$ cat config.mk
export PLATFORM = sky130hd
export DESIGN_NAME = alu_share_arbiter
export DESIGN_NICKNAME = d
export VERILOG_FILES = /design/src/rtl/alu_share_arbiter.sv
export SDC_FILE = /design/constraint.sdc
export NUM_CORES = 1
export LEC_CHECK = 0
export CAP_MARGIN = 5
export CORE_MARGIN = 2
export CORE_UTILIZATION = 36
export CTS_BUF_LIST = sky130_fd_sc_hd__clkbuf_16
export CTS_CLUSTER_DIAMETER = 120
export CTS_CLUSTER_SIZE = 8
export DETAILED_ROUTE_END_ITERATION = 8
export PLACE_DENSITY = 0.72
export SYNTH_ARGS = -nofsm -noshare
export SYNTH_HDL_FRONTEND = slang
export SYNTH_SLANG_ARGS = --single-unit
$ cat constraint.sdc
create_clock -name clk -period 4.5 [get_ports clk]
set_clock_uncertainty 0.05 [all_clocks]
set_input_delay 1.125 -clock clk [delete_from_list [all_inputs] [get_ports clk]]
set_output_delay 1.125 -clock clk [all_outputs]
set_load 0.01 [all_outputs]
$ cat src/rtl/alu_share_arbiter.sv
// Round-robin front end that time-shares one external combinational ALU
// between NUM_REQ requesters; one operation in flight at a time.
module alu_share_arbiter #(
  parameter int NUM_REQ       = 3,
  parameter int DATA_WIDTH    = 32,
  parameter int OPCODE_LENGTH = 4,
  localparam int IDW          = $clog2(NUM_REQ)
) (
  input  logic                             clk,
  input  logic                             rst_n,
  input  logic [NUM_REQ-1:0]               req_valid,
  output logic [NUM_REQ-1:0]               req_ready,
  input  logic [NUM_REQ*DATA_WIDTH-1:0]    req_srca,
  input  logic [NUM_REQ*DATA_WIDTH-1:0]    req_srcb,
  input  logic [NUM_REQ*OPCODE_LENGTH-1:0] req_op,
  output logic [NUM_REQ-1:0]               rsp_valid,
  input  logic [NUM_REQ-1:0]               rsp_ready,
  output logic [DATA_WIDTH-1:0]            rsp_data,
  output logic [DATA_WIDTH-1:0]            alu_srca,
  output logic [DATA_WIDTH-1:0]            alu_srcb,
  output logic [OPCODE_LENGTH-1:0]         alu_op,
  input  logic [DATA_WIDTH-1:0]            alu_result,
  output logic                             busy,
  output logic [IDW-1:0]                   gnt_id
);

  localparam logic [1:0] S_IDLE = 2'd0;
  localparam logic [1:0] S_EXEC = 2'd1;
  localparam logic [1:0] S_RESP = 2'd2;

  logic [1:0]     state;
  logic [IDW-1:0] last_grant;
  logic [IDW-1:0] win_id;
  logic           win_found;

  // Rotating priority: first valid bit strictly after last_grant, wrapping.
  always_comb begin
    logic [IDW-1:0] idx;
    win_found = 1'b0;
    win_id    = '0;
    idx       = '0;
    for (int k = 1; k <= NUM_REQ; k++) begin
      idx = IDW'((int'(last_grant) + k) % NUM_REQ);
      if (!win_found && req_valid[idx]) begin
        win_found = 1'b1;
        win_id    = idx;
      end
    end
  end

  // req_ready is gated by rst_n so it reads zero while reset is held.
  always_comb begin
    for (int i = 0; i < NUM_REQ; i++) begin
      req_ready[i] = rst_n && (state == S_IDLE) && win_found && (win_id == IDW'(i));
      rsp_valid[i] = (state == S_RESP) && (gnt_id == IDW'(i));
    end
  end

  assign busy = (state != S_IDLE);

  always_ff @(posedge clk or negedge rst_n) begin
    if (!rst_n) begin
      state      <= S_IDLE;
      alu_srca   <= '0;
      alu_srcb   <= '0;
      alu_op     <= '0;
      rsp_data   <= '0;
      gnt_id     <= '0;
      last_grant <= IDW'(NUM_REQ - 1);
    end else begin
      case (state)
        S_IDLE: begin
          if (win_found) begin
            alu_srca   <= req_srca[win_id*DATA_WIDTH +: DATA_WIDTH];
            alu_srcb   <= req_srcb[win_id*DATA_WIDTH +: DATA_WIDTH];
            alu_op     <= req_op[win_id*OPCODE_LENGTH +: OPCODE_LENGTH];
            gnt_id     <= win_id;
            last_grant <= win_id;
            state      <= S_EXEC;
          end
        end
        S_EXEC: begin
          rsp_data <= alu_result;
          state    <= S_RESP;
        end
        S_RESP: begin
          if (rsp_ready[gnt_id]) state <= S_IDLE;
        end
        default: state <= S_IDLE;
      endcase
    end
  end

endmodule

# Yosys cells after proc, flatten, opt, wreduce, memory -nomap -nowiden
# Cells that the tools add are included.
# word_totals
regBits	106
input_bits	244
word_cells	63
# op_classes
add_sub_neg	3
eq_ne	8
n_lt_le_gt_ge	4
n_reduce_logical	18
div	3
n_shift	3
mux	17
# op_table
op	count
indexed part select 96 x 8 -> 32 bit	2
remainder unit 32 x 3 -> 32 bit, second input constant	3
less-than comparator 2 x 3 -> 1 bit, second input constant	4
indexed part select 12 x 5 -> 4 bit	1
logical AND 1 bit	10
two-way mux 2 bit	5
binary-select mux 1 bit (select 2 bit)	4
two-way mux 1 bit	7
adder 2 x 2 -> 3 bit, second input constant	2
equality test 2 x 1 -> 1 bit, second input constant	3
equality test 2 bit, second input constant	3
logical NOT 2 bit	3
case mux 2 bit (3 select lines)	1
AND reduction 2 bit	2
adder 2 x 1 -> 3 bit, second input constant	1
logical NOT 1 bit	2
inequality test 2 x 1 -> 1 bit, second input constant	1
inequality test 2 bit, second input constant	1
nonzero test 2 bit	1

# Logic depth before layout (Yosys ltp)
# Gate-level depths: netlist of run 1.
# depth
word_depth	13
mapped_depth	11

# Worst setup path before layout of run 1
# Ideal clock, no wire load.
# synth_path
kind	input to output
startpoint	input port req_valid[0]
endpoint	output port req_ready[1]
path_stages	8
path_slack_ps	627
arrival_ps	2698
cell_sequence	mux2_4 -> and2_1 -> o41a_1 -> buf_2 -> and2_1 -> buf_6 -> buf_6 -> and3_1
# synth_between
elab_chain_cells	11
# synth_lines
element	line	source
start, declared	11	input logic [NUM_REQ-1:0] req_valid,
binary-select mux 1 bit (select 2 bit)	44	if (!win_found && req_valid[idx]) begin
two-way mux 1 bit (implied by the code)	44	
two-way mux 1 bit	44	
logical NOT 1 bit	44	
logical AND 1 bit	44	
two-way mux 1 bit	44	
logical NOT 1 bit	44	
logical AND 1 bit	44	
two-way mux 2 bit / two-way mux 1 bit (equally long branches)	44	
equality test 2 x 1 -> 1 bit / logical AND 1 bit (equally long branches)	54	req_ready[i] = rst_n && (state == S_IDLE) && win_found && (win_id == IDW'(i));
logical AND 1 bit (*)	54	
end, declared	12	output logic [NUM_REQ-1:0] req_ready,
# Every way passes the cells marked *; elsewhere a longest branch is shown, timed or not. The select of a mux whose other input is x is not followed.

# Worst setup path after layout of run 1
# layout_path
startpoint	input port req_valid[0]
endpoint	output port req_ready[2]
# layout_between
elab_chain_cells	11
# layout_lines
element	line
binary-select mux 1 bit (select 2 bit)	44
two-way mux 1 bit (implied by the code)	44
two-way mux 1 bit	44
logical NOT 1 bit	44
logical AND 1 bit	44
two-way mux 1 bit	44
logical NOT 1 bit	44
logical AND 1 bit	44
two-way mux 2 bit / two-way mux 1 bit (equally long branches)	44
equality test 2 bit / logical AND 1 bit (equally long branches)	54
logical AND 1 bit (*)	54
# Marked as above.

==> results of run 1 <==
==> cell families (layout without fill, tap and decap cells) <==
group                      count (synthesis)  in the layout  synth area share, %
muxes                                     39             39                 5.85
AOI/OAI and AO/OA                        288            288                 29.1
buffers and inverters                    119            401                 7.02
adders and majority gates                  4              4                0.670
and+or+nand+nor                          359            359                 22.2
DFF                                      105            105                 35.2
==> report_power, final <==
| part | internal [W] | switching, W | leakage, nW |
|---|---|---|---|
| clock network | 0.000398 | 0.000433 | 0.150 |
| logic | 0.00266 | 0.00363 | 2.98 |
| registers | 0.00146 | 0.000265 | 1.19 |
==> final timing paths <==
check	end	slack [ns]	depth (start not counted)
min in group asynchronous	alu_srca[3]$_DFFE_PN0P_	0.91	2
worst max-delay path	req_ready[2]	0.17	7
worst min-delay path	rsp_data[9]$_DFFE_PN0N_	0.46	1
worst min register to register	rsp_data[9]$_DFFE_PN0N_	0.46	1
max in group asynchronous	rsp_data[18]$_DFFE_PN0N_	2.29	3
worst max register to register	alu_srcb[2]$_DFFE_PN0P_	1.41	9
==> routing by layer <==
metal	wire length, um	up-vias	GRT usage (%)	share of wire (%)
met5	23	-	0	0.077
met1	12000	4067	34.0	40
met4	846	4	9.67	2.8
met2	14200	361	42.8	48
li1	-	4053	-	-
met3	2660	53	6.30	8.9
==> area by class of cell <==
| class | instances | area share, % |
|---|---|---|
| Inverter | 8 | 0.263 |
| Clock inverter | 7 | 0.713 |
| Tap cell | 270 | 2.96 |
| Sequential cell | 105 | 23.1 |
| Clock buffer | 9 | 1.97 |
| Timing Repair Buffer | 377 | 32.7 |
| Multi-Input combinational cell | 690 | 38.4 |
==> critical path: cells and delay by family <==
family	cells	cell delay, ns
buffers and inverters	3	1.14
AND/OR/NAND/NOR	2	0.60
AO/OA/AOI/OAI	2	0.28
==> state kept, by name, indices dropped and copies added (netlist names) <==
register	cells
last_grant	1
alu_srcb	32
state	2
rsp_data	32
alu_op	4
gnt_id	2
alu_srca	32
==> per-stage QoR <==
stage / worst slack [ns] / total power [W] / cell area [um2] / instances
6_report: 0.172 / 0.00885 / 11400 / 1466
5_1_grt: 0.109 / 0.00951 / 11400 / 1466
4_1_cts: 0.00169 / 0.00887 / 11400 / 1466
3_5_place_dp: 0.00762 / 0.00803 / 11100 / 1450
3_3_place_gp: 0.00343 / 0.00792 / 11100 / 1450
2_1_floorplan: 0.627 / 0.00578 / 7470 / 914
==> placed cells by master, fill, tap and decap left out, drive strengths merged, types with 2 or more instances in the layout <==
cell type	Yosys	final
and2	3	3
nor2	3	3
dfrtp	104	104
o2111a	68	68
nand3b	2	2
clkbuf	86	9
inv	7	11
a31oi	4	4
ha	4	4
clkinv	1	4
mux2i	5	5
buf	25	26
nor3	137	137
nand2	135	135
clkdlybuf4s50	0	349
nor3b	3	3
nand2b	5	5
mux2	34	34
nand3	68	68
o22ai	68	68
dlymetal6s2s	0	2
a21oi	69	69
o21ai	8	8
o211ai	68	68
==> results by group, run 1 <==
Clocking
  • CTS HTree Levels: 3
  • Max Buffers Root-to-Sink: 2
  • CTS tree: yes
  • CTS Hold Bufs: 0
  • Clk sink count: 105
  • Worst-Skew Late Latency: between 0.3 and 0.4 ns
  • CTS resizes: 0
  • Root Driver: clkbuf_16
  • Clock-pin slew on the worst setup and hold paths: 0.08 ns
  • Post-CTS Setup Inserts: 0
  • TritonCTS Buffers: 9

Power and ir drop
  • Worst vdd ir: 0.667 mV
  • P per Cell Area: 776 nW/um2
  • Leakage: 4.32 nW

Drt
  • Drt pass-1 iters: 5
  • Routed wire length: 29,800 um
  • Via count: 8,538
  • Post-DRT Antenna Nets: 0
  • Starting DRT DRC Count: between 500 and 600
  • Vias per cell: 5.82
  • DRC errors left: 0
  • WL/cell: 20.3 um

STA
  • TNS Setup: 0 ns
  • RSZ-0062 raised after global routing: false
  • Period minus WS final: between 4 and 5 ns
  • Worst-Margin Slew: 0.991 ns
  • FMAX: roughly 230 MHz
  • Number of setup violations in the final report: 0
  • Pins Over Slew Limit: 0
  • Slew HR: between 30% and 40%
  • Hold violation count in the final report: 0
  • WHS: around 0.46 ns
  • Final Cycle Share: 96.2%

Critical path
  • Worst path required time: between 3 and 4 ns
  • Crit path from: req_valid[0]
  • Slowest stage delay, CP: 0.56 ns
  • Worst-path cell chain: clkdlybuf4s50_1, buf_4, or3b_2, a21oi_2, o211ai_1, nor2_1, clkdlybuf4s50_1
  • Worst path slowest cell: clkdlybuf4s50_1
  • Nature of the critical path endpoint: primary output
  • Worst R2R Start: gnt_id[0]$_DFFE_PN0P_
  • Critical Path Source Type: input port
  • CP max FO: 4
  • Most frequent CP cell: clkdlybuf4s50_1
  • Type of the worst setup path: input port to primary output
  • Arr. time, crit path: 3.15 ns

Layout
  • Fin util: a little under three fifths
  • Area growth, synth to finish: 52.7%
  • FF/Latch Area: 2630 um2
  • Area of the multi-input gates: between 4000 and 5000 um2
  • Diodes inserted: 0
  • # fillers: 1,824
  • Layout cell share with drive strength beyond 1: 8.11%
  • Final Net Count: between 1,000 and 1,500

GRT
  • Gr ovfl total: 0
  • Vias in the first global route: slightly above 8,000
  • First-pass GRT wire length: 45,800 um
  • Pin count of the biggest net entering global routing: ~140
  • Number of antenna violations at the first check in global routing: 2
  • Tot GR Track Use: a little over a quarter

Floorplan
  • IO Pins: 353
  • Die ar.: approximately 22,000 um2
  • Initial core utilization: 36.8%
  • DIE HEIGHT: 148 um
  • Rows: 52
  • Die width: 148 um
  • Core area: 20,300 um2

Synthesis
  • Leading area contributor after synthesis: dfrtp_1
  • Asr flop ratio synth: between 90% and 100%
  • Primary FF master, synth: dfrtp_1
  • Sequential fraction of the synthesis area: about a third
  • Largest cells by area after synthesis: dfrtp_1 35%, o2111a_1 10%, nor3_1 9.2%
  • Top post-synthesis cells by count: 137 x nor3_1, 135 x nand2_1, 104 x dfrtp_1
  • Top cell type's share of synthesized area: 34.8%
  • Post-Syn Area per Cell: approximately 8.2 um2
  • Flops & latches, synth: 105
  • Synth cell types: 34
  • Number of synthesized flops with an enable pin: 0
  • Mapped Area: 7470 um2
  • Syn Nets: about 1,200
  • Synth Warn #: 0
  • Most frequent cell after synthesis: nor3_1
  • Post-synthesis instance total: 914

Status
  • Run status: complete, no violations

Placed design
  • Hpwl dp: 19,500 um
  • RePlAce Congestion: about 0.84
  • Port bufs: 352

Worst hold path
  • Hold_sp: rsp_data[9]$_DFFE_PN0N_
  • Tightest Hold Check Type: flop to flop

Flow run
  • Max_cap viols: 0
Power figures use the tool's default switching activity.
==> run 2, diff against run 1 <==
--- a/config.mk
+++ b/config.mk
@@ -5,14 +5,16 @@
 export SDC_FILE = /design/constraint.sdc
 export NUM_CORES = 1
 export LEC_CHECK = 0
+export ABC_AREA = 1
 export CAP_MARGIN = 5
-export CORE_MARGIN = 2
-export CORE_UTILIZATION = 36
+export CORE_AREA = 2 2 136 138
 export CTS_BUF_LIST = sky130_fd_sc_hd__clkbuf_16
 export CTS_CLUSTER_DIAMETER = 120
 export CTS_CLUSTER_SIZE = 8
 export DETAILED_ROUTE_END_ITERATION = 8
-export PLACE_DENSITY = 0.72
+export DIE_AREA = 0 0 138 140
+export PLACE_DENSITY = 0.73
+export RECOVER_POWER = 25
 export SYNTH_ARGS = -nofsm -noshare
 export SYNTH_HDL_FRONTEND = slang
 export SYNTH_SLANG_ARGS = --single-unit
==> results by group, run 2 <==
Power and ir drop
  • Leakage: 4.91 nW
  • Total design power: around 0.0023 W
  • P per Cell Area: 226 nW/um2
  • Worst vdd ir: roughly 0.16 mV

Clocking
  • Post-CTS Setup Inserts: 0
  • Clock-pin slew on the worst setup and hold paths: 0.07 ns
  • CTS tree: yes
  • CTS resizes: 0
  • Worst-Skew Late Latency: 0.34 ns
  • Clk sink count: 105
  • CTS HTree Levels: 3
  • Max Buffers Root-to-Sink: 2
  • CTS Hold Bufs: 0
  • Root Driver: clkbuf_16
  • TritonCTS Buffers: 9

Synthesis
  • Most frequent cell after synthesis: nand3_1
  • Synth Warn #: 0
  • Mapped Area: between 6000 and 7000 um2
  • Post-Syn Area per Cell: 7.42 um2
  • Largest cells by area after synthesis: dfrtp_1 43%, nand3_1 13%, a21oi_1 11%
  • Sequential fraction of the synthesis area: 43.3%
  • Flops & latches, synth: approximately 110
  • Number of synthesized flops with an enable pin: 0
  • Syn Nets: 1,065
  • Leading area contributor after synthesis: dfrtp_1
  • Primary FF master, synth: dfrtp_1
  • Synth cell types: 22
  • Top cell type's share of synthesized area: 42.9%
  • Post-synthesis instance total: 817
  • Top post-synthesis cells by count: 152 x nand3_1, 148 x inv_1, 136 x a21oi_1
  • Asr flop ratio synth: 100%

Placed design
  • Dpl cells: approximately 1,400
  • Port bufs: ~350
  • RePlAce Congestion: 0.959
  • Hpwl dp: 15,600 um

STA
  • RSZ-0062 raised after global routing: false
  • Final Cycle Share: between 90% and 100%
  • FMAX: between 200 and 250 MHz
  • TNS Setup: 0 ns
  • Period minus WS final: 4.33 ns
  • Hold violation count in the final report: 0
  • Worst-Margin Slew: between 1.5 and 2 ns
  • Number of setup violations in the final report: 0
  • WHS: between 0.4 and 0.5 ns
  • Slew HR: -2.81%
  • Pins Over Slew Limit: 29

Floorplan
  • Die ar.: between 15,000 and 20,000 um2
  • DIE HEIGHT: 140 um
  • Die width: 138 um
  • IO Pins: 353
  • Rows: 49
  • Core area: 17,800 um2
  • Initial core utilization: 34.1%

Layout
  • Diodes inserted: 0
  • Most common cell after layout, fill and taps aside: clkdlybuf4s50_1
  • Largest registers: alu_srca: 32 flops, alu_srcb: 32 flops, rsp_data: 32 flops
  • Layout cell share with drive strength beyond 1: 6.13%
  • Commonest cells after routing, fill and taps aside: 346 x clkdlybuf4s50_1, 152 x nand3_1, 147 x inv_1
  • Final Net Count: 1,385
  • Final cell count without fillers: 1,371
  • Area growth, synth to finish: 64.3%
  • Fin util: a little under three fifths

Status
  • Violated checks: max-capacitance violations, max-slew violations
  • Run status: finished, violations left

Critical path
  • Type of the worst setup path: input port to primary output
  • Arr. time, crit path: 3.15 ns
  • Slowest stage delay, CP: approximately 0.58 ns
  • Critical Path Source Type: input port
  • Nature of the critical path endpoint: primary output
  • Worst path slowest cell: clkdlybuf4s50_1
  • Worst path required time: 3.32 ns
  • Worst-path cell chain: clkdlybuf4s50_1, inv_1, o21ai_1, nand2_2, nand2_1, nor2_2, nand2_1, nand2_2, nor3_1, clkdlybuf4s50_1
  • CP max FO: 9

Drt
  • WL/cell: 16.0 um
  • Routed wire length: 21,900 um
  • Post-DRT Antenna Nets: 0
  • Drt pass-1 iters: 5
  • Vias per cell: 4.79
  • Starting DRT DRC Count: approximately 400
  • DRC errors left: 0
  • Via count: 6,565

GRT
  • Vias in the first global route: around 6,400
  • Gr ovfl total: 0
  • Pin count of the biggest net entering global routing: 75
  • First-pass GRT wire length: around 35,000 um
  • Tot GR Track Use: 22.3%
  • Number of antenna violations at the first check in global routing: 1

Worst hold path
  • Tightest Hold Check Type: flop to flop

Flow run
  • Max_cap viols: 1
==> run 2: final timing paths <==
| check | startpoint | to | slack [ns] | depth (start not counted) |
|---|---|---|---|---|
| worst min-delay path | rsp_data[8]$_DFFE_PN0N_ | rsp_data[8]$_DFFE_PN0N_ | 0.46 | 1 |
| max in group asynchronous | rst_n | alu_srca[7]$_DFFE_PN0P_ | 2.25 | 3 |
| worst max-delay path | req_valid[2] | req_ready[1] | 0.17 | 10 |
| worst max register to register | gnt_id[0]$_DFFE_PN0P_ | alu_srca[24]$_DFFE_PN0P_ | 1.45 | 14 |
| worst min register to register | rsp_data[8]$_DFFE_PN0N_ | rsp_data[8]$_DFFE_PN0N_ | 0.46 | 1 |
| min in group asynchronous | rst_n | rsp_data[19]$_DFFE_PN0N_ | 0.95 | 2 |
==> run 2: per-stage QoR <==
stage          area (um2)  setup WS (ns)
4_1_cts              9970          0.180
2_1_floorplan        6070           1.08
5_1_grt              9970         0.0355
6_report             9970          0.173
3_5_place_dp         9660          0.202
3_3_place_gp         9660          0.249
==> run 2: critical path, delay by kind of cell <==
family          cells  cell delay, ns
simple gates        6            0.71
compound gates      1            0.15
buf+inv             3            1.16
==> run 2: routing by layer <==
metal | routed length (um) | GRT usage [%]
met5 | 0 | 0
met4 | 793 | 9.29
met3 | 1680 | 5.81
met2 | 10500 | 37.0
met1 | 8910 | 27.6
==> run 2: cell type report <==
type	instances	area, um2
fill	1669	7810
timing repair buffer	363	3600
sequential	105	2630
multi-input combinational	507	2580
inverter	151	567
tap	229	287
clock buffer	9	225
clock inverter	7	85.1
==> run 2: cells by family (layout without fill, tap and decap cells) <==
| kind of cell | after synthesis | in the layout | synth area share [%] |
|---|---|---|---|
| compound gates | 143 | 143 | 11.8 |
| fa+ha+maj | 4 | 4 | 0.825 |
| buf+inv | 205 | 530 | 14.2 |
| flops | 105 | 105 | 43.3 |
| mux | 32 | 32 | 5.94 |
| simple gates | 328 | 328 | 23.8 |
==> run 2: power breakdown <==
part | switching (W) | leakage (nW) | total (W) | internal [W]
combinational | 0.000188 | 3.38 | 0.000460 | 0.000272
sequential | 0.00000668 | 1.37 | 0.000964 | 0.000957
clock | 0.000386 | 0.153 | 0.000829 | 0.000443
==> run 3, diff against run 2 <==
--- a/config.mk
+++ b/config.mk
@@ -6,14 +6,13 @@
 export NUM_CORES = 1
 export LEC_CHECK = 0
 export ABC_AREA = 1
-export CAP_MARGIN = 5
-export CORE_AREA = 2 2 136 138
+export CORE_AREA = 5 5 135 137
 export CTS_BUF_LIST = sky130_fd_sc_hd__clkbuf_16
 export CTS_CLUSTER_DIAMETER = 120
 export CTS_CLUSTER_SIZE = 8
 export DETAILED_ROUTE_END_ITERATION = 8
-export DIE_AREA = 0 0 138 140
-export PLACE_DENSITY = 0.73
+export DIE_AREA = 0 0 140 142
+export PLACE_DENSITY = 0.77
 export RECOVER_POWER = 25
 export SYNTH_ARGS = -nofsm -noshare
 export SYNTH_HDL_FRONTEND = slang
==> results by group, run 3 (same netlist as run 2, synthesis figures left out) <==
Power and ir drop
  • Sw Pwr: 0.000582 W
  • Switching portion of total power: 25.8%
  • P per Cell Area: 225 nW/um2
  • Internal Dissipation: roughly 0.0017 W
  • Leakage: 4.95 nW
  • Clk network pwr share: about 37%
  • Worst vdd ir: 0.158 mV
  • Total design power: about 0.0023 W
  • Combinational fraction of design power: between 20% and 30%
  • Sequential share of power: between 40% and 50%

STA
  • RSZ-0062 raised after global routing: true
  • Final Cycle Share: 96.0%
  • Period minus WS final: 4.32 ns
  • Worst-Margin Slew: ~0.87 ns
  • Pins Over Slew Limit: 0
  • TNS Setup: 0 ns
  • Hold violation count in the final report: 0
  • Number of setup violations in the final report: 0
  • Slew HR: 42.3%
  • FMAX: 231 MHz

Drt
  • Via count: 6,652
  • WL/cell: about 17 um
  • Starting DRT DRC Count: 459
  • DRC errors left: 0
  • Vias per cell: approximately 4.9
  • Routed wire length: 23,300 um
  • Drt pass-1 iters: 5
  • Post-DRT Antenna Nets: 0

Floorplan
  • DIE HEIGHT: 142 um
  • Die ar.: between 15,000 and 20,000 um2
  • Initial core utilization: 35.8%
  • IO Pins: 353
  • Core area: 16,900 um2
  • Die width: about 140 um
  • Rows: 48

Critical path
  • Arr. time, crit path: 3.15 ns
  • Critical Path Source Type: input port
  • CP max FO: 7
  • Type of the worst setup path: input port to primary output
  • Worst path required time: 3.32 ns
  • Nature of the critical path endpoint: primary output

Layout
  • Final Net Count: 1,387
  • FF/Latch Area: 2630 um2
  • Layout cell share with drive strength beyond 1: roughly 6.6%
  • Largest registers: alu_srca: 32 flops, alu_srcb: 32 flops, rsp_data: 32 flops
  • Commonest cells after routing, fill and taps aside: 317 x clkdlybuf4s50_1, 152 x nand3_1, 147 x inv_1
  • Final non-filler cell area: 10000 um2
  • Most common cell after layout, fill and taps aside: clkdlybuf4s50_1
  • Area growth, synth to finish: 64.9%
  • # fillers: 1,539
  • Area of the multi-input gates: 2590 um2

Status
  • Run status: complete, no violations

Clocking
  • TritonCTS Buffers: 9
  • CTS Hold Bufs: 0
  • Post-CTS Setup Inserts: 0
  • Max Buffers Root-to-Sink: 2
  • Root Driver: clkbuf_16
  • Worst-Skew Late Latency: 0.35 ns
  • Clk sink count: between 100 and 150
  • Clock-pin slew on the worst setup and hold paths: roughly 0.070 ns
  • CTS tree: yes
  • CTS HTree Levels: 3

Placed design
  • Hpwl dp: 16,700 um
  • Dpl cell area: just under 10,000 um2
  • Port bufs: approximately 350
  • RePlAce Congestion: roughly 0.86

GRT
  • First-pass GRT wire length: 35,700 um
  • Tot GR Track Use: 22.7%
  • Gr ovfl total: 0
  • Vias in the first global route: between 6,000 and 7,000
  • Number of antenna violations at the first check in global routing: 0
  • Pin count of the biggest net entering global routing: 75

Worst hold path
  • Tightest Hold Check Type: flop to flop

Flow run
  • Max_cap viols: 0
==> run 3: cell count changes in the layout (fill, tap and decap cells not counted), sizes merged <==
cell / before / now
dlymetal6s2s: 0 / 1
diode: 0 / 1
clkdlybuf4s50: 346 / 317
dlygate4sd3: 5 / 33
buf: 10 / 14
clkbuf: 11 / 9
==> run 3: per-layer routing <==
layer	vias up	global-route usage, %	routed length, um
li1	3252	-	-
met1	3063	28.5	9180
met2	290	38.2	11600
met3	47	5.17	1790
met4	0	8.87	772
met5	-	0	0
==> run 3: path summary, 6_finish.rpt <==
kind	from	endpoint	slack, ns	depth (start not counted)
worst max-delay path	req_valid[2]	req_ready[0]	0.18	10
worst min-delay path	rsp_data[3]$_DFFE_PN0N_	rsp_data[3]$_DFFE_PN0N_	0.46	1
worst max register to register	gnt_id[0]$_DFFE_PN0P_	alu_srca[10]$_DFFE_PN0P_	1.44	14
worst min register to register	rsp_data[3]$_DFFE_PN0N_	rsp_data[3]$_DFFE_PN0N_	0.46	1
max in group asynchronous	rst_n	alu_srca[30]$_DFFE_PN0P_	2.32	3
min in group asynchronous	rst_n	gnt_id[0]$_DFFE_PN0P_	0.83	2
==> run 3: worst max-delay path: stages <==
cell,delay (ns)
clkdlybuf4s50_1,0.52
inv_1,0.08
o21ai_1,0.16
nand2_2,0.13
nand2_1,0.09
nor2_2,0.05
nand2_1,0.08
nand2_2,0.12
nor3_4,0.22
clkdlybuf4s50_1,0.56
==> run 3: timing repair <==
action | 4_1_cts | 5_1_grt
setup endpoints to repair | 0 | 2
resized for setup | 0 | 3
endpoints found under the hold margin | 0 | 0
==> run 3: power groups by stage <==
stage	registers, W	clock network [W]	logic, W
after detailed placement	0.000983	0	0.000466
after floorplan	0.000990	0	0.000161
after global routing	0.000966	0.000895	0.000502
final	0.000964	0.000829	0.000458
after global placement	0.000982	0	0.000463
after CTS	0.000964	0.000856	0.000469
==> run 3: cell type report <==
class	count	area share [%]
Sequential cell	105	26.3
Timing Repair Buffer	365	36.2
Antenna cell	1	0.0250
Multi-Input combinational cell	507	25.9
Inverter	151	5.67
Clock buffer	9	2.25
Clock inverter	7	0.851
Tap cell	225	2.82
==> run 3: per-stage QoR <==
step                utilization (%)  instances  hold WS, ns  setup slack [ns]
detailed placement             57.1       1353        0.442            0.0980
global placement               57.1       1353        0.436             0.156
CTS                            58.9       1369        0.459            0.0966
floorplan                         -        817        0.471              1.08
finish                         59.0       1370        0.457             0.180
global route                   59.0       1369        0.471          -0.00164
